[src/rtl/count_sequence_monitor.sv]
// count_sequence_monitor
//
// Watches the 4-bit count produced by a ripple counter and checks that every
// sample is the previous sample plus one (mod 16). After LOCK_N consecutive
// good steps the monitor locks. While locked it counts 15->0 wraps and step
// errors. Each new wrap count is offered to a reader over a valid/ready port.
//
// Ports
//   clock         in   rising-edge clock
//   reset         in   asynchronous, active-low; clears all state
//   bit_1..bit_4  in   counter value, bit_1 is the LSB
//   clear         in   synchronous clear of statistics and report port
//   locked        out  monitor is in the LOCKED state
//   wrap_pulse    out  one-cycle strobe per wrap seen while locked
//   wrap_count    out  wraps seen while locked, modulo 2^WRAP_W
//   err_count     out  step errors seen while locked, saturating
//   error         out  sticky step-error flag
//   report_valid  out  report_data holds unread data
//   report_ready  in   reader accepts the report
//   report_data   out  wrap_count snapshot taken at the last wrap
//   report_lost   out  sticky; an unread report was overwritten
module count_sequence_monitor #(
    parameter int WRAP_W = 8,
    parameter int ERR_W  = 4,
    parameter int LOCK_N = 2
) (
    input  logic              clock,
    input  logic              reset,
    input  logic              bit_1,
    input  logic              bit_2,
    input  logic              bit_3,
    input  logic              bit_4,
    input  logic              clear,
    output logic              locked,
    output logic              wrap_pulse,
    output logic [WRAP_W-1:0] wrap_count,
    output logic [ERR_W-1:0]  err_count,
    output logic              error,
    output logic              report_valid,
    input  logic              report_ready,
    output logic [WRAP_W-1:0] report_data,
    output logic              report_lost
);

    localparam logic [1:0] S_EMPTY   = 2'd0;
    localparam logic [1:0] S_ACQUIRE = 2'd1;
    localparam logic [1:0] S_LOCKED  = 2'd2;

    // good_run value at which the next good step completes acquisition
    localparam logic [3:0] LOCK_LAST = 4'(LOCK_N - 1);

    localparam logic [WRAP_W-1:0] WRAP_ONE = {{(WRAP_W-1){1'b0}}, 1'b1};
    localparam logic [ERR_W-1:0]  ERR_ONE  = {{(ERR_W-1){1'b0}}, 1'b1};

    function automatic logic [ERR_W-1:0] sat_inc(input logic [ERR_W-1:0] v);
        return (&v) ? v : (v + ERR_ONE);
    endfunction

    logic [1:0]        r_state;
    logic [3:0]        r_prev;
    logic [3:0]        r_good_run;
    logic              r_wrap_pulse;
    logic [WRAP_W-1:0] r_wrap_count;
    logic [ERR_W-1:0]  r_err_count;
    logic              r_error;
    logic              r_report_valid;
    logic [WRAP_W-1:0] r_report_data;
    logic              r_report_lost;

    logic [3:0]        w_cur;
    logic [3:0]        w_prev_inc;
    logic              w_good;
    logic              w_wrap;
    logic              w_step_err;
    logic [WRAP_W-1:0] w_wrap_next;

    assign w_cur       = {bit_4, bit_3, bit_2, bit_1};
    assign w_prev_inc  = r_prev + 4'd1;
    assign w_good      = (w_cur == w_prev_inc);
    // a good step out of 15 can only land on 0, so this is the 15->0 wrap
    assign w_wrap      = (r_state == S_LOCKED) && w_good && (r_prev == 4'hF);
    assign w_step_err  = (r_state == S_LOCKED) && !w_good;
    assign w_wrap_next = r_wrap_count + WRAP_ONE;

    // Sequence tracking FSM; clear never touches it
    always_ff @(posedge clock or negedge reset) begin
        if (!reset) begin
            r_state    <= S_EMPTY;
            r_prev     <= 4'd0;
            r_good_run <= 4'd0;
        end else begin
            r_prev <= w_cur;
            case (r_state)
                S_EMPTY: begin
                    // first sample only seeds prev; nothing to compare against
                    r_state    <= S_ACQUIRE;
                    r_good_run <= 4'd0;
                end
                S_ACQUIRE: begin
                    if (w_good) begin
                        if (r_good_run == LOCK_LAST) begin
                            r_state    <= S_LOCKED;
                            r_good_run <= 4'd0;
                        end else begin
                            r_good_run <= r_good_run + 4'd1;
                        end
                    end else begin
                        r_good_run <= 4'd0;
                    end
                end
                S_LOCKED: begin
                    if (!w_good) begin
                        r_state    <= S_ACQUIRE;
                        r_good_run <= 4'd0;
                    end
                end
                default: begin
                    r_state    <= S_EMPTY;
                    r_good_run <= 4'd0;
                end
            endcase
        end
    end

    // Statistics and report port; clear beats any same-edge wrap or error
    always_ff @(posedge clock or negedge reset) begin
        if (!reset) begin
            r_wrap_pulse   <= 1'b0;
            r_wrap_count   <= '0;
            r_err_count    <= '0;
            r_error        <= 1'b0;
            r_report_valid <= 1'b0;
            r_report_data  <= '0;
            r_report_lost  <= 1'b0;
        end else if (clear) begin
            r_wrap_pulse   <= 1'b0;
            r_wrap_count   <= '0;
            r_err_count    <= '0;
            r_error        <= 1'b0;
            r_report_valid <= 1'b0;
            r_report_data  <= '0;
            r_report_lost  <= 1'b0;
        end else begin
            r_wrap_pulse <= w_wrap;
            if (w_step_err) begin
                r_err_count <= sat_inc(r_err_count);
                r_error     <= 1'b1;
            end
            if (w_wrap) begin
                r_wrap_count   <= w_wrap_next;
                r_report_data  <= w_wrap_next;
                r_report_valid <= 1'b1;
                // unread data is being replaced; a same-edge read is not a loss
                if (r_report_valid && !report_ready) begin
                    r_report_lost <= 1'b1;
                end
            end else if (report_ready) begin
                r_report_valid <= 1'b0;
            end
        end
    end

    assign locked       = (r_state == S_LOCKED);
    assign wrap_pulse   = r_wrap_pulse;
    assign wrap_count   = r_wrap_count;
    assign err_count    = r_err_count;
    assign error        = r_error;
    assign report_valid = r_report_valid;
    assign report_data  = r_report_data;
    assign report_lost  = r_report_lost;

endmodule
[config.mk]
export PLATFORM = sky130hd
export DESIGN_NAME = count_sequence_monitor
export DESIGN_NICKNAME = d
export VERILOG_FILES = /design/src/rtl/count_sequence_monitor.sv
export SDC_FILE = /design/constraint.sdc
export NUM_CORES = 1
export LEC_CHECK = 0
export ABC_AREA = 1
export ABC_CLOCK_PERIOD_IN_PS = 4300
export BUFFER_PORTS_ARGS = -buffer_cell sky130_fd_sc_hd__buf_4
export CORE_UTILIZATION = 39
export DETAILED_ROUTE_END_ITERATION = 7
export PLACE_DENSITY = 0.64
export SLEW_MARGIN = 20
export SYNTH_ARGS = -nofsm -noshare
export SYNTH_HDL_FRONTEND = slang
export SYNTH_SLANG_ARGS = --single-unit
[constraint.sdc]
create_clock -name clock -period 4.3 [get_ports clock]
set_input_delay 1.29 -clock clock [delete_from_list [all_inputs] [get_ports clock]]
set_output_delay 1.29 -clock clock [all_outputs]
set_load 0.02 [all_outputs]
# After elaboration in Yosys (flattened, before gate mapping)
# Cells that the tools add are included.
dict set report totals {
  inputBits 8
  n_memories 0
  ff_bits 26
  mem_bits_rw 0
  rom_bits 0
  elab_cells 59
  latchBits 0
  out_inout_bits 25
}
dict set report classes {
  mul 0
  add_sub_neg 4
  mux 22
  div 0
  n_bitwise 0
  eq_ne 9
  order_cmp 0
  shift 0
  n_reduce_logical 15
}
# op count
set ops {}
lappend ops {{2-to-1 mux 4 bit} 6}
lappend ops {{2-to-1 mux 8 bit} 2}
lappend ops {{adder 4 x 1 -> 4 bit (second input constant)} 3}
lappend ops {{2-to-1 mux 1 bit} 9}
lappend ops {{adder 8 x 1 -> 8 bit (second input constant)} 1}
lappend ops {{!= test 2 bit (second input constant)} 4}
lappend ops {{one-hot mux 4 bit (2 select lines)} 1}
lappend ops {{2-to-1 mux 2 bit} 3}
lappend ops {{one-hot mux 2 bit (3 select lines)} 1}
lappend ops {{nonzero test 2 bit} 3}
lappend ops {{equality test 4 x 1 -> 1 bit (second input constant)} 1}
lappend ops {{equality test 4 bit} 1}
lappend ops {{equality test 4 bit (second input constant)} 1}
lappend ops {{logical AND 1 bit} 4}
lappend ops {{AND reduction 2 bit} 2}
lappend ops {{AND reduction 4 bit} 1}
lappend ops {{AND reduction 3 bit} 1}
lappend ops {{nonzero test 3 bit} 1}
lappend ops {{equality test 2 x 1 -> 1 bit (second input constant)} 1}
lappend ops {{equality test 2 bit (second input constant)} 1}
lappend ops {{zero test 1 bit} 2}
lappend ops {{zero test 2 bit} 1}

# Longest topological paths before layout
dict set report depth {
  word_depth 6
  mapped_depth 11
  mapped_depth_nobuf 10
}

# Worst setup path before layout
# No wires, ideal clock.
dict set report synth_path {
  path_kind {reg-to-output}
  from {reg r_state[0]}
  to {out locked}
  arrival_time_ps 842
  path_slack_ps 2168
  required_time_ps 3010
  n_path_buf 0
  stages_incl_launch_ff 2
  cell_sequence {dfrtp_1 nor2_1}
}
dict set report synth_between {
  elab_chain_cells 1
}
# item line
set synth_rtl {}
lappend synth_rtl {{start, declared} 59} ;# logic [1:0] r_state;
lappend synth_rtl {{start signal, assigned} 88} ;# r_state <= S_EMPTY;
lappend synth_rtl {{start signal, assigned} 96} ;# r_state <= S_ACQUIRE;
lappend synth_rtl {{start signal, assigned} 102} ;# r_state <= S_LOCKED;
lappend synth_rtl {{equality test 2 bit} 163} ;# assign locked = (r_state == S_LOCKED);
lappend synth_rtl {{end, declared} 34} ;# output logic locked,
# Every way passes these cells.

# Worst setup path after layout
# Ends and elaborated chain as after synthesis.

==> impl_metrics.toml <==
[status]
run_status = "finished, final reports clean"

[cells_and_area]
final_cell_count_no_fill = 273
syn_to_final_growth_pct = 18.1
n_antenna_cell = 0
most-common-layout-cells = "53 x nand2_1, 32 x buf_4, 28 x inv_1"
design_area_um2 = 1840
layout_commonest_cell = "nand2_1"
drive_gt1_share_pct = 21.8
nFillCells = 378
nets = 239

[sta]
holdWs_ns = 0.487
tns_ns = 0
tightest_slew_ns = 0.623
finalCritPeriodShare_pct = 58.8
rsz0062_at_grt = "no"
finClkSkew_ns = 0.00604
period_needed_ns = 2.53
slew_violations = 0
finalHoldViolCount = 0
setup_viol = 0
max_slew_margin_pct = 58.4
max_freq_mhz = 396

[critical_path]
crit_type = "register to output pin"
worstSetupEndpointType = "output pin"
cp_slowest_cell = "dfrtp_1"
critical_path.startpoint_type = "register"
critPathMaxStageDelay_ns = 0.40
crit_chain = "nor2_1 > buf_4"
arrival_ns = 1.24
path_buf_inv = 1
crit_fanout = 5
regToRegSetupSlack_ns = 2.44
r2r-start = "r_prev[0]"
crit_required_ns = 3.01
reg2reg_depth = 9
crit_family = "flip-flops"
worstReg2RegEnd = "report_lost"

[synth]
ys_types = 25
synth-seq-cells = 26
syn_nets = 215
synth_area_per_cell_um2 = 7.71
synth_area_um2 = 1560
ys_seq_area_share_pct = 41.8
yosysWarnings = 0
syn-instance-count = 202

[detailed_routing]
detail_route.wl_per_cell_um = 11.1
vias = 1307
dr.pass1.iters = 4
viasPerCell = 4.79
ant_nets = 0
drtIter0Drc = 85
drc = 0
drt-total-wl_um = 3030

[clocking]
clk_pin_slew_worst_paths_ns = 0.09
cts-htree-levels = 1
clock_tree.root_cell = "clkbuf_8"
post_cts_buffers = 0
cts_hold_buf = 0
insertion_delay_ns = 0.27
cts-resized-gates = 0
cts_buffers = 3
clk_path_buf_depth = 2
cts.sinks = 26
cts_tree = "done"

[power_and_ir_drop]
p_per_area_nw_per_um2 = 284
irDropWorstVdd_v = 0.000180
p_leak_nw = 1.05

[hold_path]
min_to = "r_state[0]"
min_from = "r_state[0]"
whs_path_depth = 1
hold_class = "register to register"

[global_route]
grt-ovfl-total = 0
grtUsageTotal_pct = 15.7
first_global_vias = 1177
antenna_found_initial = 0
grt_pass1_wl_um = 5230
grt_start_max_net_pins = 27

[job]
maxCapViolations = 0

[place]
gp_congestion = 0.719
dp.cells = 269
dpl.hpwl_um = 2170
numPortBuffers = 32
place_area_um2 = 1770

[floorplanning]
ios = 33
dieArea_um2 = 4250
coreArea_um2 = 3740
die_h_um = 65.2
start_util_pct = 41.6
fp.dieW_um = 65.2
num_rows = 22
worst max-delay path by stage:
stage,from,endpoint,slack [ns],cells past startpoint
floorplan,r_state[0],locked,2.17,1
global placement,bit_1,report_data[7],1.77,9
detailed placement,bit_1,report_lost,1.75,8
CTS,r_state[0],locked,1.75,2
global route,r_state[1],locked,1.64,3
finish,r_state[0],locked,1.77,2
power breakdown:
part,leakage [nW],total [W],internal (W),switching [W]
Sequential,0.346,0.000257,0.000250,0.00000650
Combinational,0.666,0.0000585,0.0000213,0.0000372
Clock,0.0357,0.000206,0.000125,0.0000816
Total,1.05,0.000522,0.000396,0.000125
cell usage after synthesis:
library cell | n | area (um2)
xor2_1 | 5 | 43.8
buf_4 | 8 | 60.1
nand2_1 | 53 | 199
a21oi_1 | 1 | 5.00
nand4_1 | 11 | 68.8
o22ai_1 | 1 | 6.26
nand3_1 | 22 | 110
nor3_1 | 1 | 5.00
clkbuf_1 | 1 | 3.75
nand3_2 | 3 | 30.0
o21ai_1 | 6 | 30.0
nor2_4 | 2 | 22.5
o21bai_1 | 1 | 7.51
nand3_4 | 1 | 17.5
inv_1 | 28 | 105
nor2_2 | 1 | 6.26
inv_2 | 3 | 11.3
nand2_2 | 3 | 18.8
buf_2 | 3 | 15.0
xnor2_1 | 1 | 8.76
nor2_1 | 14 | 52.6
o21ai_0 | 1 | 5.00
buf_6 | 1 | 11.3
ha_1 | 5 | 62.6
dfrtp_1 | 26 | 651
cell families (layout without fill, tap and decap cells):
logic type / Yosys count / after routing / synth area share [%]
buffers and inverters: 44 / 67 / 13.3
AND/OR/NAND/NOR: 111 / 111 / 34.1
adder cells (fa/ha/maj): 5 / 5 / 4.02
AO/OA/AOI/OAI: 10 / 10 / 3.46
flip-flops: 26 / 26 / 41.8
XOR/XNOR: 6 / 6 / 3.38
layout make-up:
class / instances / area, um2 / area share, %
Multi-Input combinational cell: 132 / 699 / 38.1
Sequential cell: 26 / 651 / 35.4
Timing Repair Buffer: 32 / 240 / 13.1
Inverter: 31 / 116 / 6.33
Tap cell: 48 / 60.1 / 3.27
Clock buffer: 3 / 41.3 / 2.25
Clock inverter: 1 / 30.0 / 1.63
layer usage:
layer	vias to the layer above	wire (um)	global-route usage [%]	part of all wire [%]
met5	-	0	0	0
met4	0	17	2.45	0.56
met3	2	137	3.82	4.5
met2	30	1420	26.9	47
met1	596	1450	20.3	48
li1	679	-	-	-
flip-flops by register name, summed over array words and instances, names as in the netlist:
register      flops
r_good_run        4
report_valid      1
r_state           2
report_data       8
report_lost       1
error             1
err_count         4
wrap_pulse        1
r_prev            4
metrics by stage:
step	total power, W	setup WS (ns)	utilization, %
after floorplan	0.000299	2.17	-
after global placement	0.000321	1.77	47.2
after detailed placement	0.000321	1.75	47.2
after CTS	0.000528	1.75	49.1
after global routing	0.000548	1.64	49.1
final	0.000522	1.77	49.1
worst reg2reg max path, cell delays in order (launching register included):
cell and delay [ns]:
dfrtp_1 0.42, ha_1 0.31, inv_1 0.05, nand2_1 0.05, nand2_1 0.08, inv_1 0.06, nand2_1 0.04, nor2_1 0.12
nand4_1 0.38, o21ai_0 0.29
(Power assumes the default switching activity.)
